[config.mk]
export PLATFORM = sky130hd
export DESIGN_NAME = uart_tx_arbiter_flat
export DESIGN_NICKNAME = d
export VERILOG_FILES = /design/src/rtl/uart_tx_arbiter_if.sv /design/src/rtl/uart_tx_arbiter.sv /design/src/flat_wrapper.sv
export SDC_FILE = /design/constraint.sdc
export NUM_CORES = 1
export LEC_CHECK = 0
export ABC_CLOCK_PERIOD_IN_PS = 2300
export CAP_MARGIN = 20
export CORE_AREA = 2 2 65 67
export DETAILED_ROUTE_END_ITERATION = 8
export DIE_AREA = 0 0 67 69
export PLACE_DENSITY = 0.89
export SETUP_SLACK_MARGIN = 0.2
export SLEW_MARGIN = 20
export SYNTH_ARGS = -nofsm -noshare
export SYNTH_HDL_FRONTEND = slang
export SYNTH_SLANG_ARGS = --single-unit
[constraint.sdc]
create_clock -name i_clk -period 2.3 [get_ports i_clk]
set_clock_uncertainty 0.05 [all_clocks]
set_input_delay 0.46 -clock i_clk [delete_from_list [all_inputs] [get_ports i_clk]]
set_output_delay 0.46 -clock i_clk [all_outputs]
set_load 0.02 [all_outputs]
[src/rtl/uart_tx_arbiter_if.sv]
// Requester/transmitter handshake bundle for uart_tx_arbiter.
// master = arbiter side; slave = requesters plus TX serializer side.
interface uart_tx_arbiter_if #(
   parameter int N_REQ = 4
);
   logic [N_REQ-1:0]   i_req_valid;
   logic [8*N_REQ-1:0] i_req_data;
   logic [N_REQ-1:0]   o_req_ready;
   logic [N_REQ-1:0]   o_grant;
   logic               o_tx_start;
   logic [7:0]         o_tx_data;
   logic               i_tx_busy;
   logic               o_active;

   modport master (
      input  i_req_valid, i_req_data, i_tx_busy,
      output o_req_ready, o_grant, o_tx_start, o_tx_data, o_active
   );

   modport slave (
      output i_req_valid, i_req_data, i_tx_busy,
      input  o_req_ready, o_grant, o_tx_start, o_tx_data, o_active
   );
endinterface

[src/rtl/uart_tx_arbiter.sv]
// Round-robin arbiter sharing one UART byte transmitter between N_REQ requesters.
// Optional source-tag byte ahead of each grant: define UART_TX_ARB_SRC_TAG_EN.
module uart_tx_arbiter #(
   parameter int         N_REQ     = 4,
   parameter int         MAX_BURST = 4,
   parameter logic [3:0] TAG_HI    = 4'hA
) (
   input  logic              i_clk,
   input  logic              i_rst,
   uart_tx_arbiter_if.master bus
);
   // state   | meaning
   // S_IDLE  | no owner; pick next requester once the transmitter is free
   // S_TAG   | (tag build) load source tag byte for the new owner
   // S_LOAD  | ready pulse to owner; take its byte or drop the grant
   // S_START | tx_start pulse
   // S_GAP   | serializer raises busy; busy not yet trusted
   // S_WAIT  | frame in flight; then continue burst, send data after tag, or release

   localparam int               PW        = $clog2(N_REQ);
   localparam logic [N_REQ-1:0] ONE       = N_REQ'(1);
   localparam logic [7:0]       BURST_MAX = 8'(MAX_BURST);

`ifdef UART_TX_ARB_SRC_TAG_EN
   typedef enum logic [2:0] {S_IDLE, S_TAG, S_LOAD, S_START, S_GAP, S_WAIT} state_t;
   logic tag_pend;
`else
   typedef enum logic [2:0] {S_IDLE, S_LOAD, S_START, S_GAP, S_WAIT} state_t;
   logic unused_tag_hi;
   assign unused_tag_hi = ^TAG_HI;
`endif

   state_t        state;
   logic [PW-1:0] ptr;
   logic [PW-1:0] own;
   logic [PW-1:0] win_idx;
   logic          win_found;
   logic [PW:0]   cand;
   logic [7:0]    burst_cnt;

   // first valid requester after the pointer, wrapping modulo N_REQ
   always_comb begin
      win_found = 1'b0;
      win_idx   = '0;
      cand      = '0;
      for (int i = 1; i <= N_REQ; i++) begin
         cand = {1'b0, ptr} + (PW+1)'(i);
         if (cand >= (PW+1)'(N_REQ)) cand = cand - (PW+1)'(N_REQ);
         if (!win_found && bus.i_req_valid[cand[PW-1:0]]) begin
            win_found = 1'b1;
            win_idx   = cand[PW-1:0];
         end
      end
   end

   always_ff @(posedge i_clk) begin
      if (i_rst) begin
         state           <= S_IDLE;
         ptr             <= PW'(N_REQ-1);
         own             <= '0;
         burst_cnt       <= '0;
         bus.o_req_ready <= '0;
         bus.o_grant     <= '0;
         bus.o_tx_start  <= 1'b0;
         bus.o_tx_data   <= 8'h00;
         bus.o_active    <= 1'b0;
`ifdef UART_TX_ARB_SRC_TAG_EN
         tag_pend        <= 1'b0;
`endif
      end else begin
         bus.o_req_ready <= '0;
         bus.o_tx_start  <= 1'b0;
         unique case (state)
            S_IDLE: begin
               if (win_found && !bus.i_tx_busy) begin
                  own          <= win_idx;
                  bus.o_grant  <= ONE << win_idx;
                  bus.o_active <= 1'b1;
`ifdef UART_TX_ARB_SRC_TAG_EN
                  tag_pend     <= 1'b1;
                  state        <= S_TAG;
`else
                  bus.o_req_ready <= ONE << win_idx;
                  state           <= S_LOAD;
`endif
               end
            end
`ifdef UART_TX_ARB_SRC_TAG_EN
            S_TAG: begin
               bus.o_tx_data  <= {TAG_HI, 4'(own)};
               bus.o_tx_start <= 1'b1;
               state          <= S_START;
            end
`endif
            S_LOAD: begin
               if (bus.i_req_valid[own]) begin
                  bus.o_tx_data  <= bus.i_req_data[8*own +: 8];
                  bus.o_tx_start <= 1'b1;
                  burst_cnt      <= burst_cnt + 8'd1;
                  state          <= S_START;
               end else begin
                  // withdrawal keeps the pointer but restarts the burst count
                  burst_cnt    <= '0;
                  bus.o_grant  <= '0;
                  bus.o_active <= 1'b0;
                  state        <= S_IDLE;
               end
            end
            S_START: state <= S_GAP;
            S_GAP:   state <= S_WAIT;
            S_WAIT: begin
               if (!bus.i_tx_busy) begin
`ifdef UART_TX_ARB_SRC_TAG_EN
                  if (tag_pend) begin
                     tag_pend        <= 1'b0;
                     bus.o_req_ready <= bus.o_grant;
                     state           <= S_LOAD;
                  end else
`endif
                  if (bus.i_req_valid[own] && burst_cnt < BURST_MAX) begin
                     bus.o_req_ready <= bus.o_grant;
                     state           <= S_LOAD;
                  end else begin
                     ptr          <= own;
                     burst_cnt    <= '0;
                     bus.o_grant  <= '0;
                     bus.o_active <= 1'b0;
                     state        <= S_IDLE;
                  end
               end
            end
            default: state <= S_IDLE;
         endcase
      end
   end
endmodule

[src/flat_wrapper.sv]
// flat-port wrapper written by rule: the top's interface ports become plain ports
module uart_tx_arbiter_flat 
#(
   parameter int         N_REQ     = 4,
   parameter int         MAX_BURST = 4,
   parameter logic [3:0] TAG_HI    = 4'hA
)
  (i_clk, i_rst, bus_i_req_valid, bus_i_req_data, bus_i_tx_busy, bus_o_req_ready, bus_o_grant, bus_o_tx_start, bus_o_tx_data, bus_o_active);
  uart_tx_arbiter_if #(.N_REQ(N_REQ)) bus_i ();
  input  logic i_clk;
  input  logic i_rst;
  input wire logic [$bits(bus_i.i_req_valid)-1:0] bus_i_req_valid;
  input wire logic [$bits(bus_i.i_req_data)-1:0] bus_i_req_data;
  input wire logic [$bits(bus_i.i_tx_busy)-1:0] bus_i_tx_busy;
  output wire logic [$bits(bus_i.o_req_ready)-1:0] bus_o_req_ready;
  output wire logic [$bits(bus_i.o_grant)-1:0] bus_o_grant;
  output wire logic [$bits(bus_i.o_tx_start)-1:0] bus_o_tx_start;
  output wire logic [$bits(bus_i.o_tx_data)-1:0] bus_o_tx_data;
  output wire logic [$bits(bus_i.o_active)-1:0] bus_o_active;
  assign bus_i.i_req_valid = bus_i_req_valid;
  assign bus_i.i_req_data = bus_i_req_data;
  assign bus_i.i_tx_busy = bus_i_tx_busy;
  assign bus_o_req_ready = bus_i.o_req_ready;
  assign bus_o_grant = bus_i.o_grant;
  assign bus_o_tx_start = bus_i.o_tx_start;
  assign bus_o_tx_data = bus_i.o_tx_data;
  assign bus_o_active = bus_i.o_active;
  uart_tx_arbiter #(.N_REQ(N_REQ), .MAX_BURST(MAX_BURST), .TAG_HI(TAG_HI)) u_core (.i_clk(i_clk), .i_rst(i_rst), .bus(bus_i));
endmodule
# == Word-level counts from Yosys, hierarchy flattened ==
# Index checks and enable logic that the tools add are counted.
# classes
n_reduce_logical,20
n_lt_le_gt_ge,10
n_mul,0
shift,2
div,0
eq_ne,8
bitwise,3
mux,45
n_addsub,9
# op_table
cell,n
$shiftx 32x6->8,1
$mux 4,6
$mux 8,3
$mux 2,9
$pmux 8 s2,1
$lt 2x3->1 const B,5
$mux 1,15
$pmux 3 s5,1
$ge 3x3->1 const B,4
$pmux 4 s3,1
$bmux 1 s2,5
$add 8x1->8 const B,1
$lt 8x3->1 const B,1
$pmux 4 s2,1
$sub 2x1->2 const B,4
$add 2x2->3 const B,2
$eq 3x2->1 const B,2
$mux 3,2
$ne 2x2->1 const B,3
$reduce_and 2->1,3
$reduce_and 3->1,2
$logic_and 1x1->1,5
$reduce_and 5->1,1
$logic_not 1->1,4
13 further kinds,15
# word_totals
output_inout_bits,18
romBits,0
register_bits,33
ram_bits,0
latch_bits,0
n_memories,0
elab_cells,106

# == Logic depth before layout (Yosys ltp) ==
# Gate-level depths: netlist (run 1).
# depth
word_depth,18
depth_mapped,7
ltp_nobuf,5

# == Least setup slack after synthesis (run 1) ==
# No wires, ideal clock.
# synth_path
path_kind,input port to flip-flop
start,input bus_i_req_valid[3]
end,register u_core.bus.o_grant[0]
stages,6
n_path_buf,1
path_slack_ps,439
arrival_ps,1683
required_ps,2122
setup_ps,128
cell_sequence,mux4_2 > and4_4 > buf_6 > o21bai_4 > a22oi_1 > nor2_1
# synth_via
elab_chain_cells,15
word_cells_on_any_way,34
classes_between,2 x eq/ne; 1 x shift; 22 x mux; 9 x reduce/logical
# synth_rtl
item,line,source
"start, declared",flat_wrapper.sv:12,input wire logic [$bits(bus_i.i_req_valid)-1:0] bus_i_req_valid;
$bmux 1 s2,uart_tx_arbiter.sv:49,if (!win_found && bus.i_req_valid[cand[PW-1:0]]) begin
$mux 1 (implied by the code),uart_tx_arbiter.sv:49,
$mux 1,uart_tx_arbiter.sv:49,
$logic_not 1->1,uart_tx_arbiter.sv:49,
$logic_and 1x1->1,uart_tx_arbiter.sv:49,
$mux 1,uart_tx_arbiter.sv:49,
$logic_not 1->1,uart_tx_arbiter.sv:49,
$logic_and 1x1->1,uart_tx_arbiter.sv:49,
$mux 1,uart_tx_arbiter.sv:49,
$logic_not 1->1,uart_tx_arbiter.sv:49,
$logic_and 1x1->1,uart_tx_arbiter.sv:49,
$mux 2 or $mux 1 (tied branches),uart_tx_arbiter.sv:49,
$shl 1x2->4 or $logic_and 1x1->1 (tied branches),"uart_tx_arbiter.sv:77, uart_tx_arbiter.sv:75",
$mux 4 or $ne 2x1->1 (tied branches),-,
$pmux 4 s3 or $reduce_and 4->1 (tied branches),-,
"end signal, assigned",uart_tx_arbiter.sv:77,bus.o_grant <= ONE << win_idx;
"end, declared",uart_tx_arbiter_if.sv:17,"output o_req_ready, o_grant, o_tx_start, o_tx_data, o_active"
# Several ways; a longest one is shown, not always the timed one. The select of a mux whose other input is x is not followed.
# A chain may end at the register's enable or synchronous reset.

# == Worst setup path in the final report (run 1) ==
# layout_path
start,input bus_i_req_valid[0]
end,register u_core.bus.o_tx_data[0]
# layout_via
elab_chain_cells,3
# layout_rtl
item,line,source
$bmux 1 s2,uart_tx_arbiter.sv:96,if (bus.i_req_valid[own]) begin
$mux 1 (implied by the code),uart_tx_arbiter.sv:96,
$reduce_and 2->1 (no source line),-,
"end signal, assigned",uart_tx_arbiter.sv:97,bus.o_tx_data <= bus.i_req_data[8*own +: 8];
"end, declared",uart_tx_arbiter_if.sv:17,
# Every way passes these cells. The select of a mux whose other input is x is not followed.

==> flow_summary.yaml, run 1 <==
outcome:
  outcome: "complete, no violations"
logic_synthesis:
  synthTopCellsByArea: "dfxtp_1 37%, mux4_2 11%, nand2_1 5.9%"
  synth_edf_count: 0
  synth_top_family_by_area: "simple AND/OR/NAND/NOR gates"
  synth_simple_gate_area_frac: 0.241
  synth_mux_area_frac: 0.126
  syn_avg_cell_area_um2: 9.11
  yosys.area_share.adder: 0.00708
  netlist_area_mm2: 0.00177
  yosys_warnings: 0
  synthArstFlopShare: 0
  synth_nets: 234
  syn_inst: 194
  ys_seq_area_frac: 0.374
  synth_xor_area_frac: 0
  post-synth-top-area-cell: "dfxtp_1"
  ys_ff_latch: 33
  synth_compound_area_frac: 0.215
  synth_top_area_share: 0.374
  synth_flop_cell: "dfxtp_1"
  yosysUniqueCellTypes: 47
worst_setup_path:
  crit_path_top_delay_cell: "mux4_2"
  critPathLaunch: "bus_i_req_valid[0]"
  r2r-start: "u_core.own[0]"
  crit_type: "input port to flop"
  required_ns: 2.43
  rrSetupSlack_ns: 0.47
  cp_max_fo: 8
  path_cells: "clkdlybuf4s50_1, mux4_2, and2b_1, and2_2, buf_4, nand2_1, a21oi_1"
  cp.arrival_ns: 2.16
  crit_path_start_kind: "input port"
  critPathCaptureType: "flop"
  crit_path_max_incr_delay_ns: 0.53
route:
  num_vias: 1747
  wl_met1_um: 1860
  vias_per_cell: 5.56
  top_layer_used: "met4"
  dr.pass1.iters: 4
  met3_length_um: 174
  drc: 0
  drt-initial-drc-count: 78
  wirelength_um: 4680
  met2_wirelength_um: 2570
  routedWlPerCell_um: 14.9
  ant_nets: 0
placed_design:
  postPlaceCellArea_mm2: 0.00247
  pre_cts_slack_ns: -0.0505
  io_buffer_count: 56
  place.gp.congestion: 0.901
  hpwl_um: 3500
  place_inst: 306
layout:
  fin_cells: 314
  fin_nets: 303
  synthToLayoutAreaGrowth_pct: 46.5
  num_antenna_cells: 0
  drive_gt1_frac: 0.170
  fin_area_mm2: 0.00259
cts:
  h-tree-depth: 2
  cts_num_sinks: 33
  clk_latency_ns: 0.29
  numCtsBuffers: 5
  post_cts_buffers: 0
  cts_tree: "done"
  clock-root-buffer: "clkbuf_8"
  cts_max_path_buffers: 2
  postCtsHoldBufs: 0
  cts.clk_slew.worst_paths_ns: 0.07
  cts_resized: 0
timing:
  post-route-min-period_ns: 2.03
  max_freq_mhz: 494
  rsz0062_at_grt: "false"
  period_share: 0.881
  slew_viol_final: 0
  setup-violations-final: 0
  slew_headroom: 0.675
  final.setup.worst_slack_ns: 0.275
  finalSetupTns_ns: 0
  final-hold-violation-count: 0
  tightest_slew_ns: 0.483
grt:
  grt_pass1_wl_um: 7820
  gr-total-overflow: 0
  grt_use_total: 0.222
  grt_pass1_vias: 1746
  grt_max_degree: 24
  antenna_found_initial: 0
floorplanning:
  die_w_um: 67
  dieArea_mm2: 0.00462
  row_count: 23
  pin_count: 57
  start_util: 0.451
  core_mm2: 0.00391
  dieHeight_um: 69
worst_hold_path:
  worstHoldPathType: "flop to flop"
  min_from: "u_core.bus.o_tx_data[3]"
power:
  irDropWorstVdd_mv: 0.282
  power_density_mw_per_mm2: 548
  leakage_nw: 0.900
job:
  cap_violations: 0
## routing by layer
layer	vias up	track usage
met5	-	0
met4	0	0.0952
met3	11	0.0424
met2	43	0.384
met1	836	0.259
li1	857	-
## final timing paths
check | end | cells after the start
worst max-delay path | u_core.bus.o_tx_data[0] | 7
worst min-delay path | u_core.bus.o_tx_data[3] | 2
worst max register to register | u_core.bus.o_tx_data[0] | 6
worst min register to register | u_core.bus.o_tx_data[3] | 2
## layout by cell type (no fill, tap or decap), types with 3 or more instances in the layout
cell type / count
a32oi_1: 3
a21oi_1: 20
nand2b_1: 7
nand2_1: 28
inv_1: 3
o21ai_0: 3
clkbuf_8: 7
a311oi_1: 6
buf_4: 16
mux4_2: 9
clkdlybuf4s50_1: 56
nor2b_1: 3
a22oi_1: 4
nor3_1: 6
a211oi_1: 3
nor2_1: 18
dfxtp_1: 33
## through the flow
step / total power [mW] / hold WS, ns / util
2_1_floorplan: 0.786 / 0.401 / -
3_3_place_gp: 0.933 / 0.391 / 0.632
3_5_place_dp: 0.942 / 0.397 / 0.632
4_1_cts: 1.42 / 0.411 / 0.658
5_1_grt: 1.48 / 0.429 / 0.661
6_report: 1.42 / 0.407 / 0.661
## kinds of logic (layout without fill, tap and decap cells)
group           count (synthesis)  in the layout
flops                          33             33
buf+inv                        14             84
fa+ha+maj                       1              1
mux                            11             11
simple gates                   81             81
compound gates                 54             54
## synthesized netlist by cell type, drive strengths merged, types with 2 or more instances
cell,instances
a21oi,20
mux2i,2
dfxtp,33
a311oi,6
mux4,9
a22oi,4
nor2b,3
nor4,3
o21ai,3
nor2,19
a211oi,5
nand2,28
nand2b,7
inv,3
a31oi,2
nor3b,2
nand3b,3
o21bai,2
and2,3
nor3,7
clkbuf,5
a211o,2
buf,6
a32oi,3
## where the power goes
group / internal [mW] / switching [mW] / total, mW / leakage [nW]
logic: 0.180 / 0.142 / 0.322 / 0.578
clock network: 0.270 / 0.214 / 0.484 / 0.0542
registers: 0.593 / 0.0185 / 0.611 / 0.268
## sequential cells by signal, indices dropped and copies added (netlist names)
register and flops:
u_core.burst_cnt 8, u_core.bus.o_tx_data 8, u_core.bus.o_grant 4, u_core.bus.o_req_ready 4
u_core.state 3, u_core.own 2, u_core.ptr 2, u_core.bus.o_active 1
u_core.bus.o_tx_start 1
## critical path: cells and delay by family
| kind | cells | cell delay, ns |
|---|---|---|
| buffers and inverters | 2 | 0.60 |
| multiplexers | 1 | 0.53 |
| AND/OR/NAND/NOR | 3 | 0.52 |
| AO/OA/AOI/OAI | 1 | 0.06 |
## final cells by class
type | instances | area (um^2)
clock buffer | 7 | 96.3
clock inverter | 1 | 5.00
fill | 309 | 1330
inverter | 3 | 11.3
multi-input combinational | 147 | 1050
sequential | 33 | 661
tap | 50 | 62.6
timing repair buffer | 73 | 701
No activity file was read; power rests on OpenSTA's default activity.
==> run 2, diff against run 1 <==
--- a/config.mk
+++ b/config.mk
@@ -7,10 +7,12 @@
 export LEC_CHECK = 0
 export ABC_CLOCK_PERIOD_IN_PS = 2300
 export CAP_MARGIN = 20
-export CORE_AREA = 2 2 65 67
+export CORE_AREA = 2 2 58 60
 export DETAILED_ROUTE_END_ITERATION = 8
-export DIE_AREA = 0 0 67 69
-export PLACE_DENSITY = 0.89
+export DIE_AREA = 0 0 60 62
+export DONT_BUFFER_PORTS = 1
+export GPL_ROUTABILITY_DRIVEN = 0
+export PLACE_DENSITY = 0.83
 export SETUP_SLACK_MARGIN = 0.2
 export SLEW_MARGIN = 20
 export SYNTH_ARGS = -nofsm -noshare
==> run 2 against run 1 <==
- total power decreased by 21%
- sequential cell count unchanged
- clock power decreased by 33%
- fmax increased by 0.95%
- cell count decreased by 24%
- largest power group unchanged
==> flow_summary.yaml, run 2 (synthesis results as in run 1) <==
worst_hold_path:
  min_from: "i_rst"
  worstHoldEndpoint: "u_core.bus.o_grant[3]"
  min_path_cells: 1
  worstHoldPathType: "input port to flop"
layout:
  mostFrequentLayoutCell: "dfxtp_1"
  n_fill_cell: 281
  drive_gt1_frac: 0.130
  fin_cells: 239
  seq_area_um2: 661
  layout_common_cells: "33 x dfxtp_1, 28 x nand2_1, 20 x a21oi_1, 18 x nor2_1, 9 x mux4_2"
  num_antenna_cells: 0
  multi_input_area_mm2: 0.00104
  synthToLayoutAreaGrowth_pct: 3.97
  reg_top3: "u_core.burst_cnt x8, u_core.bus.o_tx_data x8"
  fin_nets: 232
cts:
  clock-root-buffer: "clkbuf_4"
  cts_tree: "done"
  clk_latency_ns: 0.35
  cts_max_path_buffers: 2
  cts_resized: 0
  post_cts_buffers: 0
  postCtsHoldBufs: 0
  cts.clk_slew.worst_paths_ns: 0.11
  cts_num_sinks: 33
  h-tree-depth: 2
  numCtsBuffers: 5
timing:
  final-hold-violation-count: 0
  rsz0062_at_grt: "false"
  tightest_slew_ns: 0.783
  finalSetupTns_ns: 0
  post-route-min-period_ns: 2.01
  period_share: 0.872
  setup-violations-final: 0
  final.setup.worst_slack_ns: 0.294
  slew_viol_final: 0
  slew_headroom: 0.473
  max_freq_mhz: 498
worst_setup_path:
  crit_path_max_incr_delay_ns: 0.44
  critPathCaptureType: "flop"
  cp.arrival_ns: 2.21
  critPathLaunch: "u_core.own[0]"
  reg2regPathDepth: 5
  required_ns: 2.50
  rrSetupSlack_ns: 0.29
  cp_max_fo: 14
  crit_type: "flop to flop"
  path_cells: "mux4_2, and2b_1, and2_1, o21ai_0, a311oi_1"
  crit_path_start_kind: "flop"
  crit_path_top_delay_cell: "and2_1"
  rr_endpoint: "u_core.burst_cnt[6]"
  r2r-start: "u_core.own[0]"
floorplanning:
  core_mm2: 0.00318
  dieArea_mm2: 0.00372
  start_util: 0.556
  dieHeight_um: 62
  die_w_um: 60
  pin_count: 57
  row_count: 21
placed_design:
  io_buffer_count: 0
  hpwl_um: 2980
  pre_cts_slack_ns: 0.295
  place_inst: 231
route:
  dr.pass1.iters: 4
  wirelength_um: 3980
  vias_per_cell: 6.23
  ant_nets: 0
  drc: 0
  drt-initial-drc-count: 64
  num_vias: 1488
  routedWlPerCell_um: 16.7
grt:
  grt_max_degree: 31
  grt_use_total: 0.219
  antenna_found_initial: 0
  grt_pass1_vias: 1380
  grt_pass1_wl_um: 6110
  gr-total-overflow: 0
power:
  power_density_mw_per_mm2: 611
  leakage_nw: 0.580
  irDropWorstVdd_mv: 0.373
  finalPower_mw: 1.12
outcome:
  outcome: "complete, no violations"
job:
  cap_violations: 0
[run 2: changes by cell type in the layout (fill, tap and decap cells not counted), moves of 2 or more]
cell	change
buf_4	-14
clkdlybuf4s50_1	-56
clkbuf_4	+5
clkbuf_8	-7
clkbuf_1	+2
[run 2: layout make-up]
cell class	count	share of cell area
Timing Repair Buffer	2	0.00817
Clock buffer	7	0.0245
Multi-Input combinational cell	147	0.566
Tap cell	46	0.0313
Sequential cell	33	0.360
Clock inverter	1	0.00409
Inverter	3	0.00613
[run 2: metal layers]
layer	GRT usage	vias up	share of wire
met5	0	-	0
met4	0.108	0	0.013
met3	0.0580	9	0.049
met2	0.370	43	0.54
met1	0.260	718	0.40
li1	-	718	-
[run 2: worst max-delay path: cells and delay by family, from the launching register on]
family | cells | cell delay (ns)
and+or+nand+nor | 2 | 0.62
AOI/OAI and AO/OA | 2 | 0.47
muxes | 1 | 0.43
DFF | 1 | 0.34
[run 2: worst max-delay path by stage]
stage,to,slack [ns],cells past startpoint
floorplan,u_core.bus.o_grant[0],0.44,6
global placement,u_core.burst_cnt[7],0.35,5
detailed placement,u_core.burst_cnt[7],0.29,5
CTS,u_core.burst_cnt[6],0.34,5
global route,u_core.burst_cnt[6],0.20,5
finish,u_core.burst_cnt[6],0.29,5
[run 2: report_power, final]
group	internal, mW	switching [mW]
Sequential	0.593	0.0380
Combinational	0.0787	0.0885
Clock	0.121	0.203
Total	0.792	0.329
[run 2: metrics by stage]
| step | utilization | hold WS (ns) | cell area, um^2 |
|---|---|---|---|
| after floorplan | - | 0.401 | 1770 |
| after global placement | 0.561 | 0.414 | 1780 |
| after detailed placement | 0.561 | 0.420 | 1780 |
| after CTS | 0.578 | 0.108 | 1840 |
| after global routing | 0.578 | 0.105 | 1840 |
| final | 0.578 | 0.110 | 1840 |
==> run 3, diff against run 2 <==
--- a/config.mk
+++ b/config.mk
@@ -5,14 +5,15 @@
 export SDC_FILE = /design/constraint.sdc
 export NUM_CORES = 1
 export LEC_CHECK = 0
+export ABC_AREA = 1
 export ABC_CLOCK_PERIOD_IN_PS = 2300
 export CAP_MARGIN = 20
-export CORE_AREA = 2 2 58 60
+export CORE_AREA = 2 2 62 64
 export DETAILED_ROUTE_END_ITERATION = 8
-export DIE_AREA = 0 0 60 62
+export DIE_AREA = 0 0 64 66
 export DONT_BUFFER_PORTS = 1
 export GPL_ROUTABILITY_DRIVEN = 0
-export PLACE_DENSITY = 0.83
+export PLACE_DENSITY = 0.84
 export SETUP_SLACK_MARGIN = 0.2
 export SLEW_MARGIN = 20
 export SYNTH_ARGS = -nofsm -noshare
==> run 3 against run 2 <==
- first-iteration DRC count rose by 63%
- critical path type unchanged
- via count up 24%
- cell count increased by 46%
- routed wire length rose by 5.4%
- clock power is 14% higher
- fmax is 13% higher
- combinational power increased by 110%
==> flow_summary.yaml, run 3 <==
cts:
  clock-root-buffer: "clkbuf_4"
  post_cts_buffers: 0
  clk_latency_ns: 0.33
  cts.clk_slew.worst_paths_ns: 0.10
  postCtsHoldBufs: 0
  cts_num_sinks: 33
  cts_tree: "done"
  cts_resized: 0
  h-tree-depth: 2
  numCtsBuffers: 5
  cts_max_path_buffers: 2
logic_synthesis:
  synth_top_cells_by_count: "59 x nor2_1, 50 x nand2_1, 33 x dfxtp_1"
  synth_nets: 339
  netlist_area_mm2: 0.00206
  syn_avg_cell_area_um2: 6.88
  synth_top_area_share: 0.321
  synth_flop_cell: "dfxtp_1"
  ys_ff_latch: 33
  synth.most_common_cell: "nor2_1"
  synthArstFlopShare: 0
  ys_seq_area_frac: 0.321
  yosys_warnings: 0
  synth_edf_count: 0
  synthTopCellsByArea: "dfxtp_1 32%, nor2_1 11%, nand2_1 9.1%"
  syn_inst: 299
  yosysUniqueCellTypes: 29
  post-synth-top-area-cell: "dfxtp_1"
timing:
  post-route-min-period_ns: 1.78
  slew_viol_final: 0
  tightest_slew_ns: 0.503
  slew_headroom: 0.664
  period_share: 0.772
  final-hold-violation-count: 0
  final.setup.worst_slack_ns: 0.524
  finalSetupTns_ns: 0
  setup-violations-final: 0
  rsz0062_at_grt: "false"
  max_freq_mhz: 563
worst_hold_path:
  min_from: "i_rst"
  worstHoldPathType: "input port to flop"
  min_path_cells: 1
placed_design:
  io_buffer_count: 0
  place_inst: 340
  hpwl_um: 3260
  postPlaceCellArea_mm2: 0.00208
  pre_cts_slack_ns: 0.533
layout:
  layout_common_cells: "59 x nor2_1, 50 x nand2_1, 33 x dfxtp_1, 19 x o21ai_0"
  fin_cells: 348
  mostFrequentLayoutCell: "nor2_1"
  num_antenna_cells: 0
  fin_nets: 339
  fin_area_mm2: 0.00215
  drive_gt1_frac: 0.207
  synthToLayoutAreaGrowth_pct: 4.74
  reg_top3: "u_core.burst_cnt x8, u_core.bus.o_tx_data x8"
power:
  clkPwrFrac: 0.261
  power.share.combinational: 0.246
  irDropWorstVdd_mv: 0.431
  seqPwrFrac: 0.493
  switching_share: 0.349
  power_density_mw_per_mm2: 653
  p_switching_mw: 0.491
  leakage_nw: 0.927
  intPower_mw: 0.915
floorplanning:
  core_mm2: 0.00355
  row_count: 22
  dieArea_mm2: 0.00422
  die_w_um: 64
  start_util: 0.579
  dieHeight_um: 66
  pin_count: 57
worst_setup_path:
  critPathLaunch: "u_core.ptr[0]"
  crit_path_start_kind: "flop"
  required_ns: 2.51
  cp_max_fo: 8
  reg2regPathDepth: 10
  cp.arrival_ns: 1.99
  r2r-start: "u_core.ptr[0]"
  critPathCaptureType: "flop"
  crit_type: "flop to flop"
job:
  cap_violations: 0
route:
  drc: 0
  vias_per_cell: 5.31
  ant_nets: 0
  num_vias: 1848
  drt-initial-drc-count: 104
  wirelength_um: 4190
  dr.pass1.iters: 4
  routedWlPerCell_um: 12.0
grt:
  grt_max_degree: 20
  grt_util_met3: 0.0528
  gr-total-overflow: 0
  use_met1: 0.254
  grt_pass1_vias: 1712
  grt_use_total: 0.216
  grt-busiest-layer: "met2"
  grtUsageMet2: 0.378
  grt_pass1_wl_um: 7270
  antenna_found_initial: 0
outcome:
  outcome: "complete, no violations"
==> run 3: per-stage QoR <==
step	power, mW	utilization	hold WS, ns
after detailed placement	1.05	0.587	0.422
after CTS	1.42	0.607	0.117
after global placement	1.04	0.587	0.416
after global routing	1.49	0.607	0.112
after floorplan	0.993	-	0.398
final	1.41	0.607	0.126
==> run 3: routing by layer <==
metal	wire length, um	up-vias
met1	1910	810
met2	2000	47
met4	76	0
met5	0	-
met3	208	11
li1	-	980
==> run 3: worst max-delay path: stages (launching register included) <==
cell and delay, ns:
dfxtp_1 0.58, nand2_1 0.14, nand2_2 0.11, nand2_1 0.06, nand2_1 0.11, inv_1 0.06, nand3_2 0.11, nand3_4 0.11
inv_2 0.12, nand3_2 0.10, a21oi_1 0.15
==> run 3: final timing paths <==
| kind | slack [ns] | endpoint |
|---|---|---|
| worst min-delay path | 0.13 | u_core.bus.o_grant[1] |
| worst min register to register | 0.44 | u_core.burst_cnt[7] |
| worst max register to register | 0.52 | u_core.bus.o_req_ready[0] |
| worst max-delay path | 0.52 | u_core.bus.o_req_ready[0] |
==> run 3: cell type report <==
class	count	area, um^2
inverter	30	120
timing repair buffer	3	22.5
sequential	33	661
multi-input combinational	226	1220
fill	309	1400
clock inverter	1	5.00
clock buffer	7	65.1
tap	48	60.1
==> run 3: logic make-up after synthesis <==
| kind of cell | after synthesis | synth area share |
|---|---|---|
| AOI/OAI and AO/OA | 62 | 0.177 |
| xor gates and xnor gates | 1 | 0.00426 |
| adders and majority gates | 1 | 0.00608 |
| buffers and inverters | 40 | 0.0852 |
| DFF | 33 | 0.321 |
| and+or+nand+nor | 162 | 0.406 |
==> run 3: power by group through the flow <==
stage	clock (mW)	sequential, mW	combinational, mW
global route	0.398	0.699	0.396
CTS	0.376	0.693	0.347
global placement	0	0.706	0.337
detailed placement	0	0.706	0.346
finish	0.367	0.693	0.346
floorplan	0	0.694	0.299
